File: src/rtl/serial_adder.sv
// Digit-serial adder: WIDTH-bit a + b + cin, DIGIT bits per clock, LSB first.
// Define SERIAL_ADDER_SUB_EN to add the sub input (a - b) and the signed-overflow output ovf.
module serial_adder #(
   parameter int WIDTH = 16,
   parameter int DIGIT = 1
) (
   input  logic             clk,
   input  logic             rst_n,
   input  logic             start,
   input  logic [WIDTH-1:0] a,
   input  logic [WIDTH-1:0] b,
   input  logic             cin,
`ifdef SERIAL_ADDER_SUB_EN
   input  logic             sub,
   output logic             ovf,
`endif
   output logic             busy,
   output logic             done,
   output logic [WIDTH-1:0] sum,
   output logic             cout
);

   localparam int STEPS = WIDTH / DIGIT;
   localparam int CW    = ($clog2(STEPS + 1) < 1) ? 1 : $clog2(STEPS + 1);
   localparam logic [CW-1:0] LAST = CW'(STEPS - 1);

   typedef enum logic {IDLE, RUN} state_t;

   state_t           state, state_nxt;
   logic [WIDTH-1:0] a_reg, b_reg, res_reg, res_nxt;
   logic             carry;
   logic [CW-1:0]    cnt;
   logic [DIGIT:0]   slice;
   logic             load, last;

   always_ff @(posedge clk or negedge rst_n) begin
      if (!rst_n) state <= IDLE;
      else        state <= state_nxt;
   end

   always_comb begin
      state_nxt = state;
      case (state)
         IDLE:    if (start) state_nxt = RUN;
         RUN:     if (cnt == LAST) state_nxt = IDLE;
         default: state_nxt = IDLE;
      endcase
   end

   always_comb begin
      busy = (state == RUN);
      load = (state == IDLE) && start;
      last = (state == RUN) && (cnt == LAST);
   end

   always_comb begin
      slice = {1'b0, a_reg[DIGIT-1:0]} + {1'b0, b_reg[DIGIT-1:0]} + {{DIGIT{1'b0}}, carry};
      // New digit enters at the top; the concatenation keeps DIGIT == WIDTH legal
      res_nxt = WIDTH'({slice[DIGIT-1:0], res_reg} >> DIGIT);
   end

   always_ff @(posedge clk or negedge rst_n) begin
      if (!rst_n) begin
         a_reg   <= '0;
         b_reg   <= '0;
         res_reg <= '0;
         carry   <= 1'b0;
         cnt     <= '0;
         sum     <= '0;
         cout    <= 1'b0;
         done    <= 1'b0;
`ifdef SERIAL_ADDER_SUB_EN
         ovf     <= 1'b0;
`endif
      end else begin
         done <= last;
         if (load) begin
            a_reg <= a;
`ifdef SERIAL_ADDER_SUB_EN
            b_reg <= sub ? ~b : b;
            carry <= sub | cin;
`else
            b_reg <= b;
            carry <= cin;
`endif
            cnt   <= '0;
         end else if (busy) begin
            a_reg   <= a_reg >> DIGIT;
            b_reg   <= b_reg >> DIGIT;
            res_reg <= res_nxt;
            carry   <= slice[DIGIT];
            cnt     <= cnt + CW'(1);
            if (last) begin
               sum  <= res_nxt;
               cout <= slice[DIGIT];
`ifdef SERIAL_ADDER_SUB_EN
               // carry into the MSB recovered from the MSB sum bit and its operands
               ovf  <= slice[DIGIT-1] ^ a_reg[DIGIT-1] ^ b_reg[DIGIT-1] ^ slice[DIGIT];
`endif
            end
         end
      end
   end

endmodule
File: config.mk
export PLATFORM = sky130hd
export DESIGN_NAME = serial_adder
export DESIGN_NICKNAME = d
export VERILOG_FILES = /design/src/rtl/serial_adder.sv
export SDC_FILE = /design/constraint.sdc
export NUM_CORES = 1
export LEC_CHECK = 0
export ABC_AREA = 1
export CORE_MARGIN = 3
export CORE_UTILIZATION = 48
export CTS_CLUSTER_DIAMETER = 120
export DETAILED_ROUTE_END_ITERATION = 8
export PLACE_DENSITY = 0.74
export SYNTH_ARGS = -nofsm -noshare
export SYNTH_HDL_FRONTEND = slang
export SYNTH_SLANG_ARGS = --single-unit
export TNS_END_PERCENT = 30
File: constraint.sdc
create_clock -name clk -period 2.7 [get_ports clk]
set_input_delay 0.54 -clock clk [delete_from_list [all_inputs] [get_ports clk]]
set_output_delay 0.54 -clock clk [all_outputs]
set_load 0.02 [all_outputs]
==> results.sh <==
export IMPL_setup_violations_final=0
export IMPL_worstSetupStartpoint="busy"
export IMPL_critical_path_cell_chain="clkdlybuf4s50_1"
export IMPL_finalCritPeriodShare=0.798
export IMPL_synthArstFlopShare=1.00
export IMPL_slew_violations=0
export IMPL_syn2layout_area_growth_pct=24.3
export IMPL_diodes=0
export IMPL_synth_yosys_warnings=0
export IMPL_critPathMaxStageDelay_ps=690
export IMPL_initial_utilization=0.499
export IMPL_r2r_end="sum[0]"
export IMPL_max_slew_margin=0.415
export IMPL_max_freq_ghz=0.464
export IMPL_regToRegSetupSlack_ps=940
export IMPL_tritoncts="yes"
export IMPL_globalRoute_totalOverflow=0
export IMPL_io_pins=55
export IMPL_detail_route_drc_violations=0
export IMPL_pre_cts_ws_ps=723
export IMPL_cell_with_the_most_instances_after_synthesis="nand2_1"
export IMPL_cts_hold_buffers_added=0
export IMPL_tritoncts_num_buffers=9
export IMPL_timing_critical_path_fanout_max=16
export IMPL_synth_fp_nets=373
export IMPL_yosys_cell_types_count=16
export IMPL_wirelength_mm=5.37
export IMPL_clock_insertion_delay_worst_skew_ps=340
export IMPL_power_density_cell_area_nw_per_um2=992
export IMPL_fp_row_count=28
export IMPL_max_stage_delay_cell_worst_path="clkdlybuf4s50_1"
export IMPL_seq_area_frac_synth=0.606
export IMPL_worstRegToRegCells=7
export IMPL_detailroute_via_count=2268
export IMPL_quantity_of_i_o_buffers_inserted_on_ports=54
export IMPL_p_leak_nw=1.82
export IMPL_synthTopCellsByArea="dfrtp_1, nand2_1, nand3_1"
export IMPL_worst_r2r_startpoint="cnt[0]"
export IMPL_hpwlAfterDp_mm=3.49
export IMPL_layout_nets=424
export IMPL_clk_root_buffer_cell="clkbuf_8"
export IMPL_drive_gt1_frac=0.0540
export IMPL_fin_tns_setup_ps=0
export IMPL_max_cap_violations=0
export IMPL_crit_arrival_ps=1620
export IMPL_grt_pass1_vias=2221
export IMPL_ys_ff_latch=72
export IMPL_route_detailed_wl_per_inst_um=11.6
export IMPL_clkSlewWorstSetupHoldPaths_ps=80
export IMPL_timing_final_crit_period_ps=2160
export IMPL_drtAntennaViolNets=0
export IMPL_ctsResizeCount=0
export IMPL_die_width_um=84.7
export IMPL_fin_skew_ps=8.91
export IMPL_grt_usage=0.171
export IMPL_post_cts_setup_buffer_count=0
export IMPL_chipHeight_um=84.7
export IMPL_hold_path_class="in2async"
export IMPL_status="complete, no violations"
export IMPL_irDropWorstVdd_uv=491
export IMPL_critPathRequiredTime_ps=2160
export IMPL_postSynthAreaPerCell_um2=8.90
export IMPL_dominantRegCellSynth="dfrtp_1"
export IMPL_worst_pin_slew_ps=877
export IMPL_total_design_power_w=0.00367
export IMPL_floorplan_core_area_um2=5960
export IMPL_rsz0062_at_grt="no"
export IMPL_fp_dieArea_um2=7170
export IMPL_viasPerCell=4.89
export IMPL_synth_edf_count=0
export IMPL_synth_commonest_cells="nand2_1, dfrtp_1, nand3_1, o21ai_0, inv_1"
export IMPL_cts_sinks=72
export IMPL_cp_top_family="buffers and inverters"
export IMPL_pin_count_of_the_biggest_net_entering_global_routing=73
export IMPL_number_of_antenna_violations_at_the_first_check_in_global_routing=0
export IMPL_dr_first_iter_drc_count=143
export IMPL_grt_pass1_wl_mm=9.78
export IMPL_clock_path_buffers=2
export IMPL_netlist_area_leader_share=0.606
export IMPL_final_critical_path_setup_slack_ps=545
export IMPL_detail_route_first_pass_iterations=4
export IMPL_synth_top_area_cell="dfrtp_1"
export IMPL_cts_htree_levels=3
export IMPL_finalHoldViolCount=0
export IMPL_criticalPathCategory="reg2out"
export IMPL_cp_num_buf_inv=1
export IMPL_synthCells=334
export IMPL_cp_end_kind="output port"
export IMPL_cp_start_kind="flip-flop"
export IMPL_final_replace_weighted_congestion=0.753
export IMPL_mappedNetlistArea_um2=2970
==> layer usage <==
layer  vias up  global-route usage  share of wire
li1       1142                   -              -
met1      1055               0.227           0.49
met2        61               0.268           0.44
met3        10              0.0363          0.050
met4         0              0.0820          0.020
met5         -                   0              0
==> metrics by stage <==
step | hold slack [ps] | utilization | std cells | instance area, µm²
after floorplan | 244 | - | 334 | 2970
after global placement | 461 | 0.589 | 449 | 3510
after detailed placement | 465 | 0.589 | 449 | 3510
after CTS | 345 | 0.620 | 464 | 3690
after global routing | 392 | 0.620 | 464 | 3690
final | 310 | 0.620 | 464 | 3690
==> final cells by class <==
class / instances / area (µm²)
Sequential cell: 72 / 1800
Clock inverter: 4 / 45.0
Multi-Input combinational cell: 223 / 972
Inverter: 23 / 86.3
Tap cell: 75 / 93.8
Clock buffer: 11 / 141
Timing Repair Buffer: 56 / 553
Fill cell: 547 / 2260
==> how the worst max path moves through the flow <==
stage	endpoint	slack (ps)	cells after the start
5_1_grt	busy	490	1
3_5_place_dp	a_reg[0]	720	5
3_3_place_gp	a_reg[0]	790	5
6_report	busy	540	1
4_1_cts	busy	520	1
2_1_floorplan	sum[10]	1350	8
==> power breakdown <==
part           switching, W  internal, W  leakage, nW
registers          0.000239      0.00148        0.945
logic              0.000633     0.000492        0.780
clock network      0.000379     0.000443       0.0989
==> cell families (layout without fill, tap and decap cells) <==
| kind of cell | after synthesis | count (layout) | share of synthesized area |
|---|---|---|---|
| AOI/OAI and AO/OA | 34 | 34 | 0.0573 |
| adders and majority gates | 3 | 3 | 0.0152 |
| buffers and inverters | 39 | 94 | 0.0665 |
| DFF | 72 | 72 | 0.606 |
| and+or+nand+nor | 186 | 186 | 0.255 |
==> cells in the final DEF, fill, tap and decap left out, drive strengths merged <==
master	synthesis	routed
buf	15	3
nor2	4	4
inv	23	23
clkbuf	1	11
fa	1	1
clkinv	0	3
o21ai	32	32
bufinv	0	1
ha	2	2
nand2	150	150
dfrtp	72	72
a21oi	2	2
nand3	32	32
clkdlybuf4s50	0	53
(Power assumes the default switching activity.)
==> patch 1, RTL diff (config.mk and constraints unchanged) <==
Register the inputs `start` and `a` before use. The logic sees them one clock later. The other inputs are not delayed to match.
--- a/src/rtl/serial_adder.sv
+++ b/src/rtl/serial_adder.sv
@@ -28,2 +28,10 @@
 
+   logic start_q;
+   logic [WIDTH-1:0] a_q;
+
+   always_ff @(posedge clk) begin
+      start_q <= start;
+      a_q     <= a;
+   end
+
    state_t           state, state_nxt;
@@ -43,3 +51,3 @@
       case (state)
-         IDLE:    if (start) state_nxt = RUN;
+         IDLE:    if (start_q) state_nxt = RUN;
          RUN:     if (cnt == LAST) state_nxt = IDLE;
@@ -51,3 +59,3 @@
       busy = (state == RUN);
-      load = (state == IDLE) && start;
+      load = (state == IDLE) && start_q;
       last = (state == RUN) && (cnt == LAST);
@@ -77,3 +85,3 @@
          if (load) begin
-            a_reg <= a;
+            a_reg <= a_q;
 `ifdef SERIAL_ADDER_SUB_EN
Check against the original RTL: not equivalent (Yosys sat finds a counterexample within 4 cycles, from zero or initial values and one cycle with rst_n low).
==> patch 1 against the original RTL <==
  * Worst setup slack better by 270 ps
  * Sequential cell count increased by 17
  * Wire length is 7.2% higher
  * Non-clock buffer count is 1 higher
  * Total power up 3.8%
  * Fmax is 14% higher
  * Synthesized area increased by 11%
  * Final area rose by 8.9%
  * Highest routed layer unchanged
==> patch 1: results <==
export IMPL_synth_ff_latch_count=89
export IMPL_peakVddDrop_mv=0.4140
export IMPL_clkCellAreaFrac=0.04260
export IMPL_nMultiInputCombCells=222
export IMPL_nets=440
export IMPL_status="finished clean"
export IMPL_synth_compound_area_frac=0.05148
export IMPL_holdWs_ps=299.1
export IMPL_grt_use_total=0.1634
export IMPL_multi_input_area_share=0.2410
export IMPL_buffers_excl_clock=57
export IMPL_grt_use_met3=0.03318
export IMPL_detail_route_iter0_violations=139
export IMPL_synth_distinct_cells=17
export IMPL_path_max_fanout=2
export IMPL_p_clk_mw=0.793
export IMPL_nClkBuffers=10
export IMPL_synthCells=349
export IMPL_grt_util_met2=0.2652
export IMPL_finalClockSkew_ps=7.218
export IMPL_synth_top_cells_by_area="dfrtp_1 (55%), nand2_1 (17%), dfxtp_1 (10%), nand3_1 (5.0%), o21ai_0 (5.0%)"
export IMPL_p_leak_nw=1.930
export IMPL_switching_share=0.3361
export IMPL_routed_via_count=2319
export IMPL_synth_common_cells="nand2_1 (148), dfrtp_1 (72), nand3_1 (33), o21ai_0 (33), inv_1 (21)"
export IMPL_fp_row_count=29
export IMPL_r2r_end="sum[2]$_DFFE_PN0P_"
export IMPL_gp_congestion=0.7372
export IMPL_power_mw=3.804
export IMPL_dp_cells=467
export IMPL_slowest_delay_ps=620
export IMPL_viasPerCell=4.801
export IMPL_dpl_cell_area_um2=3852
export IMPL_pwr_share_comb=0.280
export IMPL_finalWirelength_mm=5.753
export IMPL_ys_seq_area_frac=0.6480
export IMPL_hpwlAfterDp_mm=3.636
export IMPL_grt_pass1_wl_mm=9.991
export IMPL_wl_met2_mm=2.635
export IMPL_clock_latency_ps=360
export IMPL_wl_met3_um=301
export IMPL_drive_above_1_share=0.05665
-- patch 1: kinds of logic (layout without fill, tap and decap cells) --
family          Yosys count  count (layout)
compound gates           34              34
fa+ha+maj                 3               3
buf+inv                  38              95
flops                    89              89
simple gates            185             185
-- patch 1: worst max-delay path by stage --
| stage | start | end | slack (ps) |
|---|---|---|---|
| final | cout$_DFFE_PN0P_ | cout | 810 |
| after CTS | busy$_DFF_PN0_ | busy | 800 |
| after floorplan | cnt[0]$_DFFE_PN0P_ | sum[10]$_DFFE_PN0P_ | 1360 |
| after global placement | cnt[0]$_DFFE_PN0P_ | sum[0]$_DFFE_PN0P_ | 1060 |
| after detailed placement | cnt[0]$_DFFE_PN0P_ | sum[2]$_DFFE_PN0P_ | 1000 |
| after global routing | cnt[0]$_DFFE_PN0P_ | sum[6]$_DFFE_PN0P_ | 740 |
==> patch 2, RTL diff (config.mk and constraints unchanged) <==
Without the edit above. `WIDTH`: 16 -> 32.
--- a/src/rtl/serial_adder.sv
+++ b/src/rtl/serial_adder.sv
@@ -3,3 +3,3 @@
 module serial_adder #(
-   parameter int WIDTH = 16,
+   parameter int WIDTH = 32,
    parameter int DIGIT = 1
Ports: changed (resized a, b and sum); port bits go from 55 to 103. No check against the original RTL was run, so the function may have changed too.
==> patch 2 against the original RTL <==
  * Largest power group unchanged
  * Worst setup slack worse by 62 ps
  * Wire length up 130%
  * Final area up 100%
  * Sequential cell count up 65
  * Die area up 83%
  * Total power up 110%
  * Synthesized area up 90%
  * Combinational power up 72%
  * Register-to-register slack worse by 220 ps
  * Non-clock buffer count up 56
==> patch 2: results <==
export IMPL_r2r_start="busy$_DFF_PN0_"
export IMPL_grt_pass1_vias=4466
export IMPL_worstPathArrival_ps=1680
export IMPL_grt_start_max_net_pins=79
export IMPL_path_max_fanout=25
export IMPL_finalClockSkew_ps=10.66
export IMPL_finalWirelength_mm=12.08
export IMPL_reg2reg_depth=4
export IMPL_cts_made_buffers=17
export IMPL_grt_use_total=0.1972
export IMPL_multi_input_area_um2=1997
export IMPL_syn_nets=734
export IMPL_grt_pass1_wl_mm=20.90
export IMPL_r2r_end="a_reg[30]$_DFFE_PN0P_"
export IMPL_detail_route_iter0_violations=265
export IMPL_synth_common_cells="nand2_1 (359), dfrtp_1 (137), nand3_1 (96)"
export IMPL_viasPerCell=5.012
export IMPL_post_drt_wl_per_cell_um=13.26
export IMPL_path_clk_slew_ps=60
export IMPL_synth_top_area_share=0.6075
export IMPL_dpl_cell_area_um2=6771
export IMPL_synth_top_cells_by_area="dfrtp_1 (61%), nand2_1 (24%), nand3_1 (8.5%), buf_2 (2.0%), inv_1 (0.73%)"
export IMPL_wl_met1_mm=5.403
export IMPL_wl_met3_um=680
export IMPL_nets=828
export IMPL_wl_met2_mm=5.883
export IMPL_dpl_worst_slack_ps=695.3
export IMPL_r2r_slack_ps=720
export IMPL_fillers=911
export IMPL_fin_crit_sh=0.8214
export IMPL_status="finished clean"
export IMPL_cts_htree_levels=4
export IMPL_peakVddDrop_mv=0.6520
==> patch 2: cell types whose count changed in the layout (fill, tap and decap cells not counted), moves of 4 or more <==
cell / unedited run / this run
clkbuf_16: 0 / 17
dfrtp_1: 71 / 136
buf_4: 3 / 8
clkinv_4: 0 / 5
nand3_1: 32 / 96
clkbuf_8: 10 / 1
clkdlybuf4s50_1: 53 / 101
nand2_1: 149 / 359
o21ai_0: 32 / 7
nor2_4: 0 / 4
inv_1: 22 / 11
==> patch 2: area by class of cell <==
type / count / area share
inverter: 12 / 0.006102
tap: 140 / 0.02373
timing repair buffer: 112 / 0.1520
clock inverter: 14 / 0.02322
clock buffer: 18 / 0.05949
multi-input combinational: 478 / 0.2705
sequential: 137 / 0.4649
==> patch 2: report_power, final <==
group          internal (mW)  switching [mW]  leakage (nW)
Clock                   1.48           0.884         0.304
Combinational          0.848            1.08          1.58
Sequential              2.80           0.487          1.81
Total                   5.13            2.45          3.70
==> patch 2: layer usage <==
| layer | vias up | GRT usage |
|---|---|---|
| li1 | 2270 | - |
| met5 | - | 0 |
| met3 | 10 | 0.05497 |
| met4 | 0 | 0.05542 |
| met1 | 2167 | 0.2620 |
| met2 | 119 | 0.3194 |
==> patch 2: cells by family (layout without fill, tap and decap cells) <==
logic type,Yosys count,count (layout),synth area share
adders and majority gates,2,2,0.005765
buffers and inverters,49,156,0.04080
AOI/OAI and AO/OA,11,11,0.01131
and+or+nand+nor,465,465,0.3346
DFF,137,137,0.6075
